$ cat src/rtl/macro_stream_out_pkg.sv
// Shared constants, output word layout and flag encoding for the macro stream output stage.
package macro_stream_out_pkg;
   localparam int DEF_DATA_WIDTH = 16;
   localparam int DEF_FRAC_BITS  = 12;
   localparam int DEF_GRID_W     = 50;
   localparam int DEF_GRID_H     = 50;
   localparam int DEF_INT_SHIFT  = 4;
   localparam int DEF_FIFO_DEPTH = 8;
   localparam int OUT_W          = 40;

   localparam int FLAG_BARRIER = 0;
   localparam int FLAG_SAT     = 1;
   localparam int FLAG_RHO_NEG = 2;

   typedef struct packed {
      logic [7:0] x;
      logic [7:0] y;
      logic [7:0] flags;
      logic [7:0] intensity;
      logic [7:0] rho_b;
   } out_word_t;

   // A barrier cell reports no saturation: its intensity is forced, not computed.
   function automatic logic [7:0] pack_flags(input logic barrier, input logic sat,
                                             input logic rho_neg);
      logic [7:0] f;
      f = '0;
      f[FLAG_BARRIER] = barrier;
      f[FLAG_SAT]     = sat & ~barrier;
      f[FLAG_RHO_NEG] = rho_neg;
      return f;
   endfunction
endpackage

$ cat src/rtl/macro_stream_out_fifo.sv
// Synchronous FIFO with full/empty flags; a push into a full FIFO is kept when a pop happens in the same cycle.
module macro_stream_out_fifo #(
   parameter int WIDTH = 40,
   parameter int DEPTH = 8
) (
   input  logic             clk,
   input  logic             rst,
   input  logic             push,
   input  logic [WIDTH-1:0] wdata,
   input  logic             pop,
   output logic [WIDTH-1:0] rdata,
   output logic             full,
   output logic             empty
);
   localparam int AW = $clog2(DEPTH);

   logic [AW:0]                  wr_q, wr_d, rd_q, rd_d;
   logic [DEPTH-1:0][WIDTH-1:0]  mem_q, mem_d;
   logic                         wr_en, rd_en;

   always_comb begin
      empty = (wr_q == rd_q);
      full  = (wr_q[AW] != rd_q[AW]) && (wr_q[AW-1:0] == rd_q[AW-1:0]);
      rd_en = pop & ~empty;
      wr_en = push & (~full | rd_en);
      wr_d  = wr_q + (AW+1)'(wr_en);
      rd_d  = rd_q + (AW+1)'(rd_en);
      mem_d = mem_q;
      if (wr_en) mem_d[wr_q[AW-1:0]] = wdata;
      rdata = empty ? '0 : mem_q[rd_q[AW-1:0]];
   end

   always_ff @(posedge clk) begin
      if (rst) begin
         wr_q <= '0;
         rd_q <= '0;
      end else begin
         wr_q <= wr_d;
         rd_q <= rd_d;
      end
   end

   always_ff @(posedge clk) mem_q <= mem_d;
endmodule

$ cat src/rtl/macro_stream_out.sv
// Captures per-cell velocity/density, computes squared speed, quantises to an 8-bit
// intensity tagged with cell coordinates, and streams it out through a small FIFO.
module macro_stream_out
   import macro_stream_out_pkg::*;
#(
   parameter int DATA_WIDTH = DEF_DATA_WIDTH,
   parameter int FRAC_BITS  = DEF_FRAC_BITS,
   parameter int GRID_W     = DEF_GRID_W,
   parameter int GRID_H     = DEF_GRID_H,
   parameter int INT_SHIFT  = DEF_INT_SHIFT,
   parameter int FIFO_DEPTH = DEF_FIFO_DEPTH
) (
   input  logic                  clk,
   input  logic                  rst,
   input  logic                  en,
   input  logic                  in_valid,
   input  logic                  barrier,
   input  logic [DATA_WIDTH-1:0] u_x,
   input  logic [DATA_WIDTH-1:0] u_y,
   input  logic [DATA_WIDTH-1:0] rho,
   output logic                  out_valid,
   input  logic                  out_ready,
   output logic [OUT_W-1:0]      out_data,
   output logic                  frame_done,
   output logic [15:0]           frame_count,
   output logic                  overflow
);
   localparam int         SQ_W   = 2*DATA_WIDTH + 1;
   localparam logic [7:0] X_LAST = 8'(GRID_W - 1);
   localparam logic [7:0] Y_LAST = 8'(GRID_H - 1);

   typedef struct packed {
      logic                  vld;
      logic                  last;
      logic                  barrier;
      logic [7:0]            x;
      logic [7:0]            y;
      logic [DATA_WIDTH-1:0] ux;
      logic [DATA_WIDTH-1:0] uy;
      logic [7:0]            rho_b;
   } s1_t;

   typedef struct packed {
      logic            vld;
      logic            last;
      logic            barrier;
      logic [7:0]      x;
      logic [7:0]      y;
      logic [SQ_W-1:0] speed2;
      logic [7:0]      rho_b;
   } s2_t;

   typedef struct packed {
      logic      vld;
      logic      last;
      out_word_t word;
   } s3_t;

   s1_t        s1_q, s1_d;
   s2_t        s2_q, s2_d;
   s3_t        s3_q, s3_d;
   logic [7:0] x_q, x_d, y_q, y_d;
   logic       frame_done_q, frame_done_d, overflow_q, overflow_d;
   logic [15:0] frame_count_q, frame_count_d;

   logic                    accept, push, pop, fifo_full, fifo_empty, sat;
   logic [2*DATA_WIDTH-1:0] ux_e, uy_e, px, py;
   logic [SQ_W-1:0]         sq, t;

   always_comb begin
      accept = in_valid & en;
      x_d    = x_q;
      y_d    = y_q;
      s1_d.vld     = accept;
      s1_d.last    = (x_q == X_LAST) && (y_q == Y_LAST);
      s1_d.barrier = barrier;
      s1_d.x       = x_q;
      s1_d.y       = y_q;
      s1_d.ux      = u_x;
      s1_d.uy      = u_y;
      s1_d.rho_b   = rho[DATA_WIDTH-1 -: 8];
      if (accept) begin
         if (x_q == X_LAST) begin
            x_d = '0;
            y_d = (y_q == Y_LAST) ? '0 : y_q + 8'd1;
         end else begin
            x_d = x_q + 8'd1;
         end
      end
   end

   // Sign-extend before multiplying so the squares are exact in 2*DATA_WIDTH bits.
   always_comb begin
      ux_e = {{DATA_WIDTH{s1_q.ux[DATA_WIDTH-1]}}, s1_q.ux};
      uy_e = {{DATA_WIDTH{s1_q.uy[DATA_WIDTH-1]}}, s1_q.uy};
      px   = $signed(ux_e) * $signed(ux_e);
      py   = $signed(uy_e) * $signed(uy_e);
      sq   = {1'b0, px} + {1'b0, py};
      s2_d.vld     = s1_q.vld;
      s2_d.last    = s1_q.last;
      s2_d.barrier = s1_q.barrier;
      s2_d.x       = s1_q.x;
      s2_d.y       = s1_q.y;
      s2_d.speed2  = sq >> FRAC_BITS;
      s2_d.rho_b   = s1_q.rho_b;
   end

   always_comb begin
      t   = s2_q.speed2 >> INT_SHIFT;
      sat = |t[SQ_W-1:8];
      s3_d.vld            = s2_q.vld;
      s3_d.last           = s2_q.last;
      s3_d.word.x         = s2_q.x;
      s3_d.word.y         = s2_q.y;
      s3_d.word.flags     = pack_flags(s2_q.barrier, sat, s2_q.rho_b[7]);
      s3_d.word.intensity = s2_q.barrier ? 8'h00 : (sat ? 8'hFF : t[7:0]);
      s3_d.word.rho_b     = s2_q.rho_b[7] ? 8'h00 : s2_q.rho_b;
   end

   // Frame accounting follows the push attempt, so a dropped last cell still closes the frame.
   always_comb begin
      push          = s3_q.vld;
      pop           = out_valid & out_ready;
      frame_done_d  = s3_q.vld & s3_q.last;
      frame_count_d = frame_count_q + 16'(frame_done_d);
      overflow_d    = overflow_q | (push & fifo_full & ~pop);
   end

   always_ff @(posedge clk) begin
      if (rst) begin
         s1_q          <= '0;
         s2_q          <= '0;
         s3_q          <= '0;
         x_q           <= '0;
         y_q           <= '0;
         frame_done_q  <= 1'b0;
         frame_count_q <= '0;
         overflow_q    <= 1'b0;
      end else begin
         s1_q          <= s1_d;
         s2_q          <= s2_d;
         s3_q          <= s3_d;
         x_q           <= x_d;
         y_q           <= y_d;
         frame_done_q  <= frame_done_d;
         frame_count_q <= frame_count_d;
         overflow_q    <= overflow_d;
      end
   end

   macro_stream_out_fifo #(.WIDTH(OUT_W), .DEPTH(FIFO_DEPTH)) u_fifo (
      .clk   (clk),
      .rst   (rst),
      .push  (push),
      .wdata (s3_q.word),
      .pop   (out_ready),
      .rdata (out_data),
      .full  (fifo_full),
      .empty (fifo_empty)
   );

   assign out_valid   = ~fifo_empty;
   assign frame_done  = frame_done_q;
   assign frame_count = frame_count_q;
   assign overflow    = overflow_q;
endmodule

$ cat config.mk
export PLATFORM = sky130hd
export DESIGN_NAME = macro_stream_out
export DESIGN_NICKNAME = d
export VERILOG_FILES = /design/src/rtl/macro_stream_out_pkg.sv /design/src/rtl/macro_stream_out_fifo.sv /design/src/rtl/macro_stream_out.sv
export SDC_FILE = /design/constraint.sdc
export NUM_CORES = 2
export LEC_CHECK = 0
export ABC_AREA = 1
export CAP_MARGIN = 20
export CELL_PAD_IN_SITES_DETAIL_PLACEMENT = 1
export CELL_PAD_IN_SITES_GLOBAL_PLACEMENT = 2
export CORE_UTILIZATION = 41
export CTS_BUF_LIST = sky130_fd_sc_hd__clkbuf_2
export CTS_CLUSTER_SIZE = 16
export DETAILED_ROUTE_END_ITERATION = 10
export PLACE_DENSITY = 0.86
export SKIP_LAST_GASP = 1
export SLEW_MARGIN = 30
export SYNTH_ARGS = -nofsm -noshare
export SYNTH_HDL_FRONTEND = slang
export SYNTH_SLANG_ARGS = --single-unit
$ cat constraint.sdc
create_clock -name clk -period 7.8 [get_ports clk]
set_input_delay 1.56 -clock clk [delete_from_list [all_inputs] [get_ports clk]]
set_output_delay 1.56 -clock clk [all_outputs]
set_load 0.01 [all_outputs]
# Word level (Yosys, flattened, before mapping)
# Index checks and enable logic that the tools add are counted.
[classes]
addsub = 6
mul = 2
div = 0
magnitude_cmp = 3
eq_ne = 5
n_shift = 0
muxes = 9
n_bitwise = 13
reduce_logical = 7
[ops]
columns = ["op", "count"]
rows = [
  ["320-bit bitwise mux", 1],
  ["40-bit binary-select mux with 3-bit select", 1],
  ["40-bit demux with 3-bit select", 1],
  ["40-bit 2-to-1 mux", 3],
  ["16-bit by 16-bit multiplier with 32-bit output", 2],
  ["32-bit by 32-bit adder with 33-bit output", 1],
  ["8-bit 2-to-1 mux", 3],
  ["21-bit OR reduction", 1],
  ["16-bit by 1-bit adder with 16-bit output", 1],
  ["8-bit by 1-bit adder with 8-bit output, second input constant", 2],
  ["8-bit by 6-bit equality test with 1-bit output, second input constant", 2],
  ["4-bit by 1-bit adder with 4-bit output", 2],
  ["3-bit by 4-bit less-than comparator with 1-bit output, second input constant", 2],
  ["1-bit AND", 7],
  ["4-bit equality test", 1],
  ["1-bit inverter", 4],
  ["2-bit OR reduction", 2],
  ["3-bit equality test", 1],
  ["3-bit by 1-bit >= comparator with 1-bit output, second input constant", 1],
  ["1-bit logical AND", 3],
  ["1-bit OR", 2],
  ["2-bit AND reduction", 1],
  ["1-bit != test", 1],
]
[totals]
ff_bits = 523
latch_bits = 0
mem_bits_rw = 0
romBits = 0
in_bits = 54
elab_cells = 85
memories = 0

# Longest topological paths before layout
[logic_depth]
depth_word = 6
depth_mapped = 37
mapped_depth_nobuf = 36

# Cells and area by module
# Synthesis repeated with hierarchy kept, for this count alone.
[hier_totals]
cells_unflattened = 4455
area_unflattened_um2 = 39422.8
[modules_own_cells]
columns = ["module", "instances", "cells_per_inst", "area_each_um2"]
rows = [
  ["macro_stream_out", 1, 3356, 26247.7],
  ["macro_stream_out_fifo", 1, 1099, 13175.1],
]

# Least setup slack after synthesis
# OpenSTA, ideal clock, no wires.
[synth_timing]
path_type = "flip-flop to flip-flop"
startpoint = "register s1_q[25] in the netlist's numbering"
endpoint = "register s2_q[24] in the netlist's numbering"
arrival_ps = 6545
setup_slack_ps = 1142
stages_incl_launch_ff = 35
n_path_buf = 2
period_less_slack_ps = 6658
cell_sequence = "dfxtp_1 buf_4 clkbuf_1 nand2_1 inv_1 fa_1 inv_1 fa_1 inv_1 fa_1 inv_1 fa_1 fa_1 inv_1 fa_1 ha_1 nand2_2 nor2_4 inv_2 nor2_4 nand3_1 or2_1 nand3_1 xor2_1 ha_1 nand2_1 nor2_1 inv_1 nor2_1 and3_1 nand2_1 nand2_1 nand2_1 nand2_1 nor2_1"
[synth_between]
elab_chain_cells = 2
[synth_rtl]
columns = ["element", "line", "source"]
rows = [
  ["start, declared", "macro_stream_out.sv:59", "s1_t s1_q, s1_d;"],
  ["start signal, assigned", "macro_stream_out.sv:131", "s1_q <= '0;"],
  ["start signal, assigned", "macro_stream_out.sv:140", "s1_q <= s1_d;"],
  ["16-bit by 16-bit multiplier with 32-bit output", "macro_stream_out.sv:96", "px = $signed(ux_e) * $signed(ux_e);"],
  ["32-bit by 32-bit adder with 33-bit output", "macro_stream_out.sv:98", "sq = {1'b0, px} + {1'b0, py};"],
  ["end signal, assigned", "macro_stream_out.sv:132", "s2_q <= '0;"],
  ["end signal, assigned", "macro_stream_out.sv:141", "s2_q <= s2_d;"],
  ["end, declared", "macro_stream_out.sv:60", "s2_t s2_q, s2_d;"],
]
# No other way between the ends.
# A chain may end at the register's enable or synchronous reset.

# Worst setup path in the final report
[layout_timing]
startpoint = "register s1_q[17] in the netlist's numbering"
endpoint = "register s2_q[15] in the netlist's numbering"
[layout_between]
elab_chain_cells = 2
[layout_rtl]
columns = ["element", "line", "source"]
rows = [
  ["16-bit by 16-bit multiplier with 32-bit output", "macro_stream_out.sv:97", "py = $signed(uy_e) * $signed(uy_e);"],
  ["32-bit by 32-bit adder with 33-bit output", "macro_stream_out.sv:98", ""],
]
# No other way between the ends.

==> metrics <==
status completed; Setup crit end kind flip-flop; origin of the critical flop-to-flop path s1_q[17]$_SDFF_PP0_; Avg Inst Size Synth 8.923 µm²; worst setup path start s1_q[17]$_SDFF_PP0_; Setup Slack @ Placement 0.3954 ns; number of enable flip-flop cells after synthesis 272; RD Place Congestion 0.8600; number of library cell types mapped by synthesis 55; TritonCTS clock tree built; leading cell types by total area after synthesis fa_1 26%, edfxtp_1 22%, inv_1 10%, dfxtp_1 9.7%, ha_1 7.2%; synthesized area 37240 µm²; Vias/cell 4.854; type of the tightest min-delay check flip-flop to flip-flop; GRT Total Usage 0.2153; Area Overhead vs Synth 9.442%; power density normalized to cell area 297.2 nW/µm²; remaining number of nets flagged by the antenna check after routing 0; Min-Delay Startpoint s1_q[50]$_SDFF_PP0_; Worst Skew 0.1428 ns; root buf cell clkbuf_2; Avg WL per Cell 16.99 µm; core footprint 90010 µm²; Residual DRC 0; Switching Share 0.5106; I/O Pins 113; internal portion of total power 5928 µW; power share of the combinational group 0.634; effective utilization at floorplan 0.4137; prevailing post-synth register cell edfxtp_1; total placed cells including tap cells 5376; die span in x 303.4 µm; required time at the endpoint of the critical path 9.02 ns; number of global-route vias before repair 29740; maximum level of the CTS H-tree 3; Overflow after GRT 0; Rel. slew slack 0.4345; transition at the pin with the smallest max-transition slack 0.8482 ns; Max clock buf depth 3; total count of max-transition violations in the final report 0; Mapped Cells 4173; count of placed standard cells in the final layout, fillers left out 5594; total of fill cells in the finished design 10670; DP HPWL 74240 µm; share of synthesized area occupied by flip-flops and latches 0.3167; peak supply drop 385.7 µV; Net Sw Power 6185 µW; min setup slack post-route 0.4448 ns; total number of yosys warnings 0; latest clock arrival within the worst-skew pair 1.31 ns; Inserted Clock Buffers 115; TritonCTS sink count 453; count of final setup violators 0; number of storage elements in the synthesis netlist 453; wirelength, routed 95040 µm; number of antenna violations at the first check in global routing 5; fraction of layout instances using a drive strength above 1 0.07159; number of buffers inserted for hold repair after clock tree synthesis 0; Maximum Capacitance Violations 0; Reg clk slew, reported paths 0.11 ns; largest area contributor in the netlist fa_1; area used by sequential logic in the layout 11800 µm²; hold violation count in the final report 0; Final Cycle Share 0.9430; Placement Rows 110; maximum fanout along the worst path 12; slowest stage cell on the critical path dfxtp_1; sequential share of power 0.225; via count of the routed design 27160; area occupied by multi-input gates 21120 µm²; worst stage delay on the critical path 0.75 ns; crit path launch type flip-flop; largest net degree at the start of global routing 80; RSZ-0062 raised after global routing yes; maximum clock rate 136.0 MHz; standby leakage power 0.01973 µW; signal arrival time at the worst endpoint 8.58 ns; port buffer count 98; total power consumption of the routed design 12110 µW; buffer count from post-CTS setup fixing 0; global-route wire length before repair 155300 µm; y dimension of the die 303.4 µm; area share of the largest cell type after synthesis 0.2554; 1st-pass router iterations 5; asr flop ratio synth 0; final core occ 0.4527; clock period minus final worst setup slack 7.355 ns; critical path class flip-flop to flip-flop; layout net count 5061; area of the die 92030 µm²; Clock power frac 0.141; cell type with the highest occurrence count on the critical path nand2_1; initial drt markers 1170
-- worst max-delay path, delay by kind of cell (launching register included) --
family | cells | cell delay (ns)
AO/OA/AOI/OAI | 1 | 0.29
buffers and inverters | 5 | 0.33
adder cells (fa/ha/maj) | 8 | 3.75
XOR/XNOR | 1 | 0.21
AND/OR/NAND/NOR | 12 | 1.96
flip-flops | 1 | 0.75
-- final cells by class --
cell class,instances,share of cell area
diodes,4,0.0002456
clock buffers,168,0.02063
clock inverters,46,0.007062
inverters,1000,0.09217
multi-input cells,2585,0.5183
flip-flops and latches,453,0.2896
well taps,1176,0.03611
repair buffers,162,0.03589
-- synthesized netlist by cell type, types with 27 or more instances --
master    count
inv_1       991
dfxtp_1     181
o32ai_1      68
xnor2_1      29
xor2_1       51
nor3_1       31
edfxtp_1    272
nor2_1      591
a21oi_1     142
nand3_1      93
ha_1        215
clkbuf_1     91
nand4_1      27
fa_1        475
buf_2        32
o21ai_0     163
nand2_1     590
-- registers in the layout (all words and copies together) (netlist names) --
| name | count |
|---|---|
| frame_count | 16 |
| frame_done | 1 |
| overflow | 1 |
| push | 1 |
| s1_q | 59 |
| s2_q | 44 |
| s3_q | 35 |
| u_fifo.mem_q | 272 |
| u_fifo.rd_q | 4 |
| u_fifo.wr_q | 4 |
| x_q | 8 |
| y_q | 8 |
-- power by group through the flow --
| stage | registers, µW | clock network [µW] | logic (µW) |
|---|---|---|---|
| after floorplan | 2730 | 0 | 5450 |
| after global placement | 2770 | 0 | 7590 |
| after detailed placement | 2780 | 0 | 7710 |
| after CTS | 2720 | 1800 | 7770 |
| after global routing | 2730 | 1920 | 8820 |
| final | 2720 | 1710 | 7680 |
-- routing by layer --
metal	GRT usage	part of all wire	vias to the layer above
met5	0	0.00017	-
met4	0.06190	0.022	2
met3	0.03234	0.035	124
met2	0.3804	0.51	360
met1	0.2723	0.44	13560
li1	-	-	13120
-- stage by stage --
step | TNS (ns) | cell area (µm²) | hold WS, ns
final | 0 | 40750 | 0.3705
after global routing | -0.08013 | 40750 | 0.4023
after CTS | 0 | 40740 | 0.3593
after detailed placement | 0 | 39610 | 0.3950
after global placement | 0 | 39610 | 0.3905
after floorplan | 0 | 37250 | 0.3883
-- placed cells by master, fill, tap and decap left out, types with 5 or more instances in the layout --
cell | Yosys | routed
clkdlybuf4s50_1 | 0 | 97
o21ai_1 | 14 | 14
o32ai_1 | 68 | 68
xnor2_1 | 29 | 29
nor2_1 | 591 | 583
xor2_1 | 51 | 51
inv_1 | 991 | 991
a21oi_1 | 142 | 142
clkinv_1 | 3 | 29
nor3_1 | 31 | 31
fa_1 | 475 | 475
edfxtp_1 | 272 | 272
clkinv_2 | 0 | 12
dfxtp_1 | 181 | 176
o21ai_0 | 163 | 163
inv_2 | 5 | 5
nand3_1 | 93 | 93
nand2_1 | 590 | 590
ha_1 | 215 | 215
nor2_4 | 4 | 12
nor3_2 | 6 | 6
clkbuf_2 | 2 | 168
o21bai_1 | 11 | 11
buf_4 | 9 | 64
nor2_2 | 6 | 6
nand4_1 | 27 | 27
conb_1 | 1 | 6
nand2_2 | 7 | 7
a21o_1 | 10 | 10
-- cells by family (layout without fill, tap and decap cells) --
| family | Yosys count | in the layout | share of synthesized area |
|---|---|---|---|
| compound gates | 426 | 426 | 0.06737 |
| xor+xnor | 80 | 80 | 0.01882 |
| fa+ha+maj | 690 | 690 | 0.3276 |
| buf+inv | 1140 | 1376 | 0.1182 |
| flops | 453 | 453 | 0.3167 |
| other cells | 1 | 10 | 0.0001007 |
| simple gates | 1383 | 1383 | 0.1512 |
-- worst paths after layout --
kind	cells after the start	slack (ns)	end
hold reg to reg	2	0.37	s2_q[51]$_SDFF_PP0_
setup reg to reg	27	0.44	s2_q[15]$_SDFF_PP0_
hold / removal	2	0.37	s2_q[51]$_SDFF_PP0_
setup / recovery	27	0.44	s2_q[15]$_SDFF_PP0_
-- timing repair --
action / CTS / global route
setup endpoints to repair: 0 / 5
resized for setup: 0 / 2
endpoints found under the hold margin: 0 / 0
Note: power is estimated with default switching activity, not from simulation.
